[src/rtl/logic_unit_pipe.sv]
// Two-stage pipelined bitwise logic unit (AND/OR/XOR/NOR) with zero flag and output-transfer counter.
// Optional: define LOGIC_PARITY_EN to add a registered XOR-reduce parity output.
module logic_unit_pipe #(
   parameter int WIDTH = 16,
   parameter int CNT_W = 16
) (
   input  logic             clk,
   input  logic             rst_n,
   input  logic             in_valid,
   output logic             in_ready,
   input  logic [WIDTH-1:0] Rs,
   input  logic [WIDTH-1:0] Rt,
   input  logic [1:0]       op,
   output logic             out_valid,
   input  logic             out_ready,
   output logic [WIDTH-1:0] O,
   output logic             zero,
   output logic [CNT_W-1:0] op_count
`ifdef LOGIC_PARITY_EN
   ,
   output logic             parity
`endif
);

   // Handshake: a transfer happens on any rising edge where valid && ready.
   // The producer holds data while valid && !ready; ready never depends on
   // valid of the same interface, but in_ready follows out_ready combinationally.

   localparam logic [1:0] OP_AND = 2'b00;
   localparam logic [1:0] OP_OR  = 2'b01;
   localparam logic [1:0] OP_XOR = 2'b10;

   logic             s1_valid;
   logic             s2_valid;
   logic [WIDTH-1:0] s1_rs;
   logic [WIDTH-1:0] s1_rt;
   logic [1:0]       s1_op;
   logic [WIDTH-1:0] s2_o;
   logic             s2_zero;
   logic [CNT_W-1:0] cnt;
   logic [WIDTH-1:0] result;
   logic             s1_adv;
   logic             s2_adv;
   logic             in_xfer;
   logic             out_xfer;

   assign s2_adv   = !s2_valid || out_ready;
   assign s1_adv   = !s1_valid || s2_adv;
   assign in_ready = s1_adv;
   assign in_xfer  = in_valid && s1_adv;
   assign out_xfer = s2_valid && out_ready;

   always_comb begin
      result = '0;
      case (s1_op)
         OP_AND:  result = s1_rs & s1_rt;
         OP_OR:   result = s1_rs | s1_rt;
         OP_XOR:  result = s1_rs ^ s1_rt;
         default: result = ~(s1_rs | s1_rt);
      endcase
   end

   always_ff @(posedge clk or negedge rst_n) begin
      if (!rst_n) begin
         s1_valid <= 1'b0;
         s2_valid <= 1'b0;
      end else begin
         if (s1_adv) s1_valid <= in_valid;
         if (s2_adv) s2_valid <= s1_valid;
      end
   end

   // Operand registers carry no reset; s1_valid alone qualifies them.
   always_ff @(posedge clk) begin
      if (in_xfer) begin
         s1_rs <= Rs;
         s1_rt <= Rt;
         s1_op <= op;
      end
   end

   always_ff @(posedge clk or negedge rst_n) begin
      if (!rst_n) begin
         s2_o    <= '0;
         s2_zero <= 1'b0;
      end else if (s2_adv && s1_valid) begin
         s2_o    <= result;
         s2_zero <= ~|result;
      end
   end

   always_ff @(posedge clk or negedge rst_n) begin
      if (!rst_n)        cnt <= '0;
      else if (out_xfer) cnt <= cnt + 1'b1;
   end

`ifdef LOGIC_PARITY_EN
   logic s2_parity;

   always_ff @(posedge clk or negedge rst_n) begin
      if (!rst_n)                     s2_parity <= 1'b0;
      else if (s2_adv && s1_valid)    s2_parity <= ^result;
   end

   assign parity = s2_parity;
`endif

   assign out_valid = s2_valid;
   assign O         = s2_o;
   assign zero      = s2_zero;
   assign op_count  = cnt;

endmodule

[config.mk]
export PLATFORM = sky130hd
export DESIGN_NAME = logic_unit_pipe
export DESIGN_NICKNAME = d
export VERILOG_FILES = /design/src/rtl/logic_unit_pipe.sv
export SDC_FILE = /design/constraint.sdc
export NUM_CORES = 1
export LEC_CHECK = 0
export CAP_MARGIN = 10
export CORE_ASPECT_RATIO = 2
export CORE_UTILIZATION = 51
export CTS_BUF_LIST = sky130_fd_sc_hd__clkbuf_16
export DETAILED_ROUTE_END_ITERATION = 7
export PLACE_DENSITY_LB_ADDON = 0.3
export SLEW_MARGIN = 10
export SYNTH_ARGS = -nofsm -noshare
export SYNTH_HDL_FRONTEND = slang
export SYNTH_SLANG_ARGS = --single-unit
[constraint.sdc]
create_clock -name clk -period 2.6 [get_ports clk]
set_clock_uncertainty 0.15 [all_clocks]
set_input_delay 0.26 -clock clk [delete_from_list [all_inputs] [get_ports clk]]
set_output_delay 0.26 -clock clk [all_outputs]
set_load 0.005 [all_outputs]
======== After elaboration in Yosys (flattened, before gate mapping) ========
Cells that the tools add are included.
word-level totals
  flip-flop bits (word level) ............. 69
  input port bits ......................... 38
  output and inout port bits .............. 35
  word-level logic and storage cells ...... 26
operators by class
  reduce and logical (&&, ||, !) cells .... 10
  $add $sub $neg .......................... 1
  bitwise gates (word level) .............. 4
  equal/unequal tests ..................... 2
  multiplexer cells ....................... 1
operators with widths
  kind                     number
  $pmux W16 S3             1
  $add A16 B1 Y16 const B  1
  $and A16 B16 Y16         1
  $not A16 Y16             1
  $or A16 B16 Y16          1
  $reduce_or A16 Y1        1
  $xor A16 B16 Y16         1
  $logic_and A1 B1 Y1      3
  $logic_not A1 Y1         3
  $eq A2 B1 Y1 const B     1
  $eq A2 B2 Y1 const B     1
  $logic_not A2 Y1         1
  $logic_or A1 B1 Y1       2

======== Longest topological paths before layout ========
Gate-level depths: netlist of run 1.
  word-level depth ........................ 5
  mapped depth ............................ 7
  gate-level depth less buffers ........... 7

======== Worst setup path before layout of run 1 ========
OpenSTA, ideal clock, no wires.
  kind .................................... reg-to-reg
  start ................................... reg s2_valid (netlist: out_valid)
  end ..................................... reg s1_op[0] (enable)
  slack ................................... 640 ps
  path buffers ............................ 0
  arrival ................................. 1416 ps
  period minus slack after synthesis ...... 1960 ps
  setup time .............................. 394 ps
  data required time ...................... 2056 ps
  cell stages (with the launch flop) ...... 3
  path through ............................ dfrtp_1 > nand3b_1 > and2_1
on the way
  longest elaborated chain between the ends .. 4
RTL lines
  what                    RTL line  text
  start, declared         34        logic s2_valid;
  start signal, assigned  69        if (s2_adv) s2_valid <= s1_valid;
  $logic_not A1 Y1        47        assign s2_adv = !s2_valid || out_ready;
  $logic_or A1 B1 Y1      47
  $logic_or A1 B1 Y1      48        assign s1_adv = !s1_valid || s2_adv;
  named net in_ready      10        output logic in_ready,
  $logic_and A1 B1 Y1     50        assign in_xfer = in_valid && s1_adv;
  named net in_xfer       44        logic in_xfer;
  end signal, assigned    78        s1_op <= op;
  end, declared           37        logic [1:0] s1_op;
The timed path passes the listed nets, and every way through them passes these cells.
A chain may end at the register's enable or synchronous reset.

======== Worst setup path in the final report of run 1 ========
  start ................................... reg s1_rs[13]
  end ..................................... reg s2_zero (netlist: zero)
on the way
  longest elaborated chain between the ends .. 5
  elaborated cells between the ends (all ways) .. 7
  those cells by class .................... mux: 1; bitwise: 4; reduce/logical: 2
RTL lines
  what                    RTL line  text
  start, declared         35        logic [WIDTH-1:0] s1_rs;
  start signal, assigned  76        s1_rs <= Rs;
  $or A16 B16 Y16         57, 59
  $not A16 Y16            59        default: result = ~(s1_rs | s1_rt);
  $pmux W16 S3 (*)        55        case (s1_op)
  $reduce_or A16 Y1 (*)   88        s2_zero <= ~|result;
  $logic_not A1 Y1 (*)    88
  end signal, assigned    88
  end, declared           39        logic s2_zero;
Mark *: on every way between the ends. The rest lies on a longest branch, timed or not.

==> results of run 1 <==
-- critical path, cell delays in order (launching register included) --
cell	delay [ns]
sky130_fd_sc_hd__edfxtp_1	0.39
sky130_fd_sc_hd__inv_1	0.07
sky130_fd_sc_hd__ha_1	0.23
sky130_fd_sc_hd__mux2_4	0.28
sky130_fd_sc_hd__a2111oi_0	0.41
sky130_fd_sc_hd__nand4_1	0.20
sky130_fd_sc_hd__o31ai_2	0.20
-- cell usage in the layout (no fill, tap or decap), types with 3 or more instances in the layout --
cell / count
sky130_fd_sc_hd__dfrtp_1: 35
sky130_fd_sc_hd__o21ai_1: 8
sky130_fd_sc_hd__buf_4: 3
sky130_fd_sc_hd__clkinv_1: 3
sky130_fd_sc_hd__nand4_1: 5
sky130_fd_sc_hd__clkdlybuf4s50_1: 71
sky130_fd_sc_hd__mux2_2: 8
sky130_fd_sc_hd__nand2b_1: 3
sky130_fd_sc_hd__inv_1: 34
sky130_fd_sc_hd__mux2i_1: 4
sky130_fd_sc_hd__a21oi_1: 8
sky130_fd_sc_hd__a2111oi_2: 3
sky130_fd_sc_hd__ha_1: 33
sky130_fd_sc_hd__a211oi_1: 14
sky130_fd_sc_hd__nor2b_1: 9
sky130_fd_sc_hd__xor2_1: 4
sky130_fd_sc_hd__clkbuf_16: 10
sky130_fd_sc_hd__nand2_1: 30
sky130_fd_sc_hd__o21ai_0: 9
sky130_fd_sc_hd__nand3_1: 7
sky130_fd_sc_hd__nor2_1: 22
sky130_fd_sc_hd__xnor2_1: 11
sky130_fd_sc_hd__edfxtp_1: 34
-- state kept, by name (all words and copies together) (netlist names) --
| name | count |
|---|---|
| s1_rs | 16 |
| s1_valid | 1 |
| out_valid | 1 |
| s1_op | 2 |
| op_count | 16 |
| zero | 1 |
| O | 16 |
| s1_rt | 16 |
-- how the worst max path moves through the flow --
stage          depth (start not counted)  slack (ns)      endpoint
2_1_floorplan                          2        0.64      s1_op[0]
3_3_place_gp                           6        0.49  op_count[15]
3_5_place_dp                           6        0.41  op_count[13]
4_1_cts                                6        0.57          zero
5_1_grt                                6        0.45          zero
6_report                               6        0.58          zero
-- metal layers --
metal | wire length (µm) | track usage | share of wire | up-vias
li1 | - | - | - | 1213
met4 | 301 | 0.138 | 0.045 | 0
met1 | 2460 | 0.224 | 0.37 | 1162
met2 | 3640 | 0.354 | 0.55 | 74
met3 | 262 | 0.0499 | 0.039 | 28
met5 | 0 | 0 | 0 | -
-- layout make-up --
type / instances / area (µm²)
timing repair buffer: 78 / 788
sequential: 69 / 1900
tap: 88 / 110
inverter: 33 / 124
fill: 522 / 2010
clock buffer: 10 / 250
clock inverter: 6 / 27.5
multi-input combinational: 193 / 1410
-- through the flow --
stage | cell area (µm²) | setup WS [ns]
6_report | 4610 | 0.581
5_1_grt | 4610 | 0.447
4_1_cts | 4610 | 0.566
3_5_place_dp | 4320 | 0.407
3_3_place_gp | 4320 | 0.486
2_1_floorplan | 3500 | 0.640
-- power groups by stage --
stage | combinational (mW) | clock (mW) | sequential [mW]
after floorplan | 0.272 | 0 | 1.41
after global placement | 0.589 | 0 | 1.42
after detailed placement | 0.607 | 0 | 1.43
after CTS | 0.614 | 1.12 | 1.41
after global routing | 0.674 | 1.16 | 1.42
final | 0.605 | 1.10 | 1.41
-- cell families after synthesis --
logic type      count (synthesis)
buf+inv                        44
xor+xnor                       15
mux                            14
compound gates                 48
simple gates                   83
fa+ha+maj                      33
flops                          69
==> summary.md, run 1 <==
The number of hold violations in the final report is 0. The run gives 0.542 as the sequential share of the synthesized area. The worst setup path is captured at a flop. After routing, the total negative slack on setup checks comes to 0 ns.

The tools report the initial antenna violation count as 0. Setup violations remaining at the end of the flow were counted as 0. The fraction of the mapped netlist area in compound gates was 0.0941.

Most numerous cell in the Yosys netlist: sky130_fd_sc_hd__dfrtp_1. The root buffer selected by CTS is sky130_fd_sc_hd__clkbuf_16. The endpoint identified for the worst register-to-register timing path is zero. The run gives 0.195 as the combinational group share of total power.

Terminating pin of the worst hold path: O[6]. The number of H-tree levels was 3. The run gives 7220 µm² as the overall die area. The maximum number of pins on one net before global-route repair is 49, and the die span in y is 119 µm. STA classifies the critical path startpoint as a flop. The worst hold path passes through 2 cells.

The xor and xnor fraction of the mapped netlist area is 0.0376. The share of synthesized cell area in full adder, half adder and majority cells is 0.118, and the maximum clock rate is 495 MHz. In this run the critical register-to-register path is launched from s1_rs[13].

The tools report the net total in the final layout as 455. Setup repair after global routing left no endpoint under its margin. When the netlist entered floorplanning its net count stood at 377. Worst-case clock buffer depth: 2. The fraction of layout cells with a size suffix above 1 was 0.0797. Along the worst path, the maximum fanout reaches 2. The transition time at the pin with the least slew margin is 0.792 ns. The logs give 0.353 for the portion of total power attributed to the clock network and 0.793 for the global placer's final weighted congestion.

The first global-routing pass estimated 11.1 mm of wire. The detail route stage leaves a number of antenna-violating nets equal to 0. Combinational family with the most area after synthesis: adder cells. The post-cts gate resize count was 0; the total track usage was 0.211.

Detailed placement ended at an HPWL of 4.91 mm. Final hold slack: 0.333 ns. The number of clock sinks is 69, and the ratio of routed vias to standard cells is 5.19.

The flow ran to the end, and the final reports show no timing, DRC or antenna violations. The logs give 2477 for the via total after detailed routing and 0.452 for the share of total power in sequential cells. For this run the aggregate overflow at the end of global routing stands at 0. TritonCTS built the clock tree. The largest voltage drop on the vdd net was 0.604 mV; the total power per unit cell area was 674 nW/µm². The critical path in this run is classified as reg -> reg. The class of the tightest hold or removal check was reg -> reg.

The biggest area contributor in the post-synthesis netlist is sky130_fd_sc_hd__edfxtp_1. The critical path data arrival time is 2.10 ns. The depth of the most critical reg-to-reg path works out to 6. The start point of the critical path is s1_rs[13]. The worst slew margin relative to its limit came out at 0.472. The number of global-route vias before repair came out at 2593.

Dividing the synthesized area by the synthesized cell count gives 11.4 µm². The standby leakage power is 2.02 nW. The commonest cells after synthesis are 35 x sky130_fd_sc_hd__dfrtp_1, 34 x sky130_fd_sc_hd__edfxtp_1, 33 x sky130_fd_sc_hd__ha_1, 33 x sky130_fd_sc_hd__inv_1, 30 x sky130_fd_sc_hd__nand2_1. The share of async-settable or async-resettable flops after synthesis is 0.507, and the number of iterations in the first detailed-routing pass is 4. The die is 60.6 µm wide. In the post-synthesis netlist, the biggest area contributors are sky130_fd_sc_hd__edfxtp_1 29%, sky130_fd_sc_hd__dfrtp_1 25%, sky130_fd_sc_hd__ha_1 12%, sky130_fd_sc_hd__inv_1 3.5%, sky130_fd_sc_hd__nand2_1 3.2%. The count of buffers added on input and output ports is 72.

The simple-gate share of the synthesized area is 0.109. Mux contribution to synthesized area: 0.0447. Dominant register cell in the synthesized netlist: sky130_fd_sc_hd__dfrtp_1. The logs give 0.696 for the utilization after layout and 0 for the number of DRC violations after detailed routing. Relative area change from synthesis to final layout: 31.8%. The logs give 0 for the count of buffers added by post-CTS timing repair for setup and 73 for the number of primary I/O pins. In this run, distinct cell masters in the synthesized netlist total 37. The post-route total power came out at 3.11 mW.

Clock latency on the worst-skew pair, taken at its later pin, is 0.32 ns. In the final routed layout, each cell accounts on average for 14.0 µm. The post-route fraction of the period consumed by the critical path was 0.777. 0 antenna diodes ended up in the layout. Counting tap cells, the placed design contains a total of 460 instances.

Post-cts hold buffer count: 1. The internal portion of the total power is 2.33 mW. The post-synthesis sequential element count is 69, and the aggregate routed wire length is 6.66 mm. Summed over all nets, the switching power comes to 774 µW. The tools report the number of cell rows as 42. The number of clock buffers added by TritonCTS is 9. The final-report max-slew violation count is 0, and the post-synthesis instance area is 3500 µm². The number of flops mapped to enable cells by yosys works out to 34. For the finished layout, the period the worst path requires is 2.02 ns. The logs give 6620 µm² for the area of the core and 0 for the number of max-cap violations. After clock tree synthesis, the clock-pin slew on the worst setup and hold paths is 0.05 ns. Synthesis produced a netlist whose cell count is 306. For the worst setup path, the data required time is 2.68 ns. The tools report the minimum setup slack among reg-to-reg paths as 0.58 ns.

The total of warnings raised by yosys was 0. The detailed router finished its first iteration with 91 violations. Leaving out filler cells and counting taps, the final layout contains 477. The initial core utilization is 0.528, and the switching share of power is 0.249. The origin of the worst min-delay path was O[6].

The fraction of synthesized cell area taken by the top area cell type works out to 0.292.
(Power assumes the default switching activity.)
==> inputs of run 2 (changes only) <==
- clock period: 2.6 -> 1.9 ns (I/O delays scaled with it)
==> summary.md, run 2 (synthesized netlist as in run 1, its figures left out) <==
The utilization after layout is 0.732 (+0.0359). The area of the core is 6620 µm² (unchanged). For the area of the multi-input gates, the log shows 1490 µm² (+5.4%). The die span in y is 119 µm (unchanged), and the largest voltage drop on the vdd net is 0.808 mV (+34%).

The number of DRC violations after detailed routing is 0 (unchanged), and the count of antenna diodes in the layout is 0 (unchanged). For the final-layout fill cell count, the log shows 484 (-7.3%). For the number of clock sinks, the log shows 69 (unchanged). TritonCTS built the clock tree. The logs give 0.469 (-0.00353) for the worst slew margin relative to its limit and 2.05 ns (-0.05 ns) for the critical path data arrival time.

The logs give 7220 µm² (unchanged) for the overall die area and 7.27 mm (+9.2%) for the aggregate routed wire length. The total track usage was 0.231 (+0.0198); the wire length of the first global-routing pass was 12.2 mm (+9.7%). The tools report the number of iterations in the first detailed-routing pass as 4 (unchanged). For the post-route total power, the log shows 4.35 mW (+40%). STA classifies the critical path endpoint as a flop.

For the placed wire-length estimate after detailed placement, the log shows 5.19 mm (+5.7%). The via total after detailed routing was 2601 (+5.0%). For the endpoint required time on the critical path, the log shows 1.99 ns (-0.69 ns). The number of buffer cells added on primary ports was 72 (unchanged). The tree is rooted in a sky130_fd_sc_hd__clkbuf_16. The final reports fail on setup timing.

For the insertion delay to the later sink of the worst-skew pair, the log shows 0.34 ns (+0.02 ns). The signal on the critical path passes through inv_1 -> ha_1 -> mux2_4 -> a2111oi_4 -> nand4_1 -> o31ai_2. For the maximum number of pins on one net before global-route repair, the log shows 36 (-27%). The number of global-route vias before repair is 2731 (+5.3%), and the final worst slack is -0.0591 ns (-0.640 ns). For the number of primary I/O pins, the log shows 73 (unchanged).

Startpoint type of the worst setup path: a flop. The number of hold violations in the final report is 0 (unchanged), and the CTS clock-pin slew for the worst setup and hold paths is 0.06 ns (about the same). The detail-routed net length per standard cell was 14.6 µm (+4.6%); the maximum clock rate was 510 MHz (+3.1%). The ratio of routed vias to standard cells was 5.22 (+0.58%).

The transition time at the pin with the least slew margin works out to 0.797 ns (+0.00530 ns). The footprint of the flip-flops and latches was 1900 µm² (unchanged); the cell area after placement was 4430 µm² (+2.5%). The standby leakage power is 2.15 nW (+6.5%). The net total in the final layout was 476 (+4.6%).

The final instance area is 4850 µm² (+5.2%), and the fraction of layout cells with a size suffix above 1 is 0.137 (+0.0569). The tools report the total overflow reported by the global router as 0 (unchanged). Highest net fanout along the worst path: 2 (unchanged). The logs give 3 (unchanged) for the number of H-tree levels and 9 (unchanged) for the clock buffer count from CTS.

The tightest min-delay check is of the in -> reg type. The final-report max-slew violation count is 0 (unchanged). The total negative slack is -0.0591 ns (-0.0591 ns), and the number of cell rows is 42 (unchanged).

The tools report the number of max-cap violations as 0 (unchanged). Leaving out fill and tap cells, the most frequent cell in the layout is sky130_fd_sc_hd__clkdlybuf4s50_1. The flow ran to the end, but the final reports show violations. The width of the die was 60.6 µm (unchanged). The delay contributed by the slowest stage of the critical path works out to 0.40 ns (about the same). The run gives 0.528 (unchanged) as the initial core utilization. The initial DRC count is 108 (+19%), and the shortest clock period the worst path allows after layout is 1.96 ns (-0.0603 ns). From synthesis to final layout, the design area changed by 38.6%. Worst-case clock buffer depth: 2 (unchanged). The final hold slack was 0.258 ns (-0.0750 ns).

The category of the most critical setup path was reg -> reg. Number of setup violations in the final report: 1 (+1). Among all stages on the critical path, the largest delay is contributed by sky130_fd_sc_hd__edfxtp_1. The total power per unit cell area works out to 898 nW/µm² (+33%). In the layout the commonest cells are 71 x sky130_fd_sc_hd__clkdlybuf4s50_1, 37 x sky130_fd_sc_hd__inv_1, 35 x sky130_fd_sc_hd__dfrtp_1. The global placer's final weighted congestion was 0.818 (+3.2%).

Setup repair after global routing could not meet its margin everywhere. The number of nets still failing antenna checks after routing came out at 0 (unchanged). The post-route fraction of the period consumed by the critical path was 1.03 (+0.254); the initial antenna violation count was 0 (unchanged).
-- run 2: path summary, 6_finish.rpt --
check                      slack [ns]    startpoint  cells past startpoint            to
hold / removal                   0.26        Rt[11]                      1     s1_rt[11]
setup reg to reg                -0.06     s1_rs[13]                      6          zero
min in group asynchronous        0.33         rst_n                      2   op_count[1]
hold reg to reg                  0.32  op_count[15]                      1  op_count[15]
setup / recovery                -0.06     s1_rs[13]                      6          zero
max in group asynchronous        0.75         rst_n                      2          O[2]
-- run 2: area by class of cell --
class                      instances  share of cell area
clock buffer                      10              0.0516
clock inverter                     6             0.00490
inverter                          33              0.0256
multi-input combinational        193               0.307
sequential                        69               0.391
tap                               88              0.0227
timing repair buffer              99               0.197
-- run 2: where the power goes --
group | switching, mW | internal [mW] | leakage (nW)
logic | 0.379 | 0.546 | 1.22
clock network | 0.570 | 0.934 | 0.150
registers | 0.156 | 1.77 | 0.773
-- run 2: through the flow --
stage | instances | setup slack, ns
2_1_floorplan | 306 | 0.0622
3_3_place_gp | 474 | -0.133
3_5_place_dp | 474 | -0.273
4_1_cts | 497 | -0.0778
5_1_grt | 498 | -0.158
6_report | 498 | -0.0591
-- run 2: critical path, delay by kind of cell, from the launching register on --
family,cells,cell delay [ns]
muxes,1,0.30
adders and majority gates,1,0.22
buffers and inverters,1,0.08
AOI/OAI and AO/OA,2,0.50
and+or+nand+nor,1,0.23
DFF,1,0.40
-- run 2: routing by layer --
metal,global-route usage,part of all wire,vias up
met2,0.395,0.55,81
met5,0,0,-
met1,0.234,0.36,1243
li1,-,-,1253
met3,0.0641,0.042,24
met4,0.145,0.044,0
-- run 2: timing repair --
action | 4_1_cts | 5_1_grt
pin swaps | 4 | 6
resized for setup | 7 | 5
hold buffers | 1 | 0
setup endpoints to repair | 1 | 1
endpoints found under the hold margin | 35 | 0
setup buffers | 6 | 1
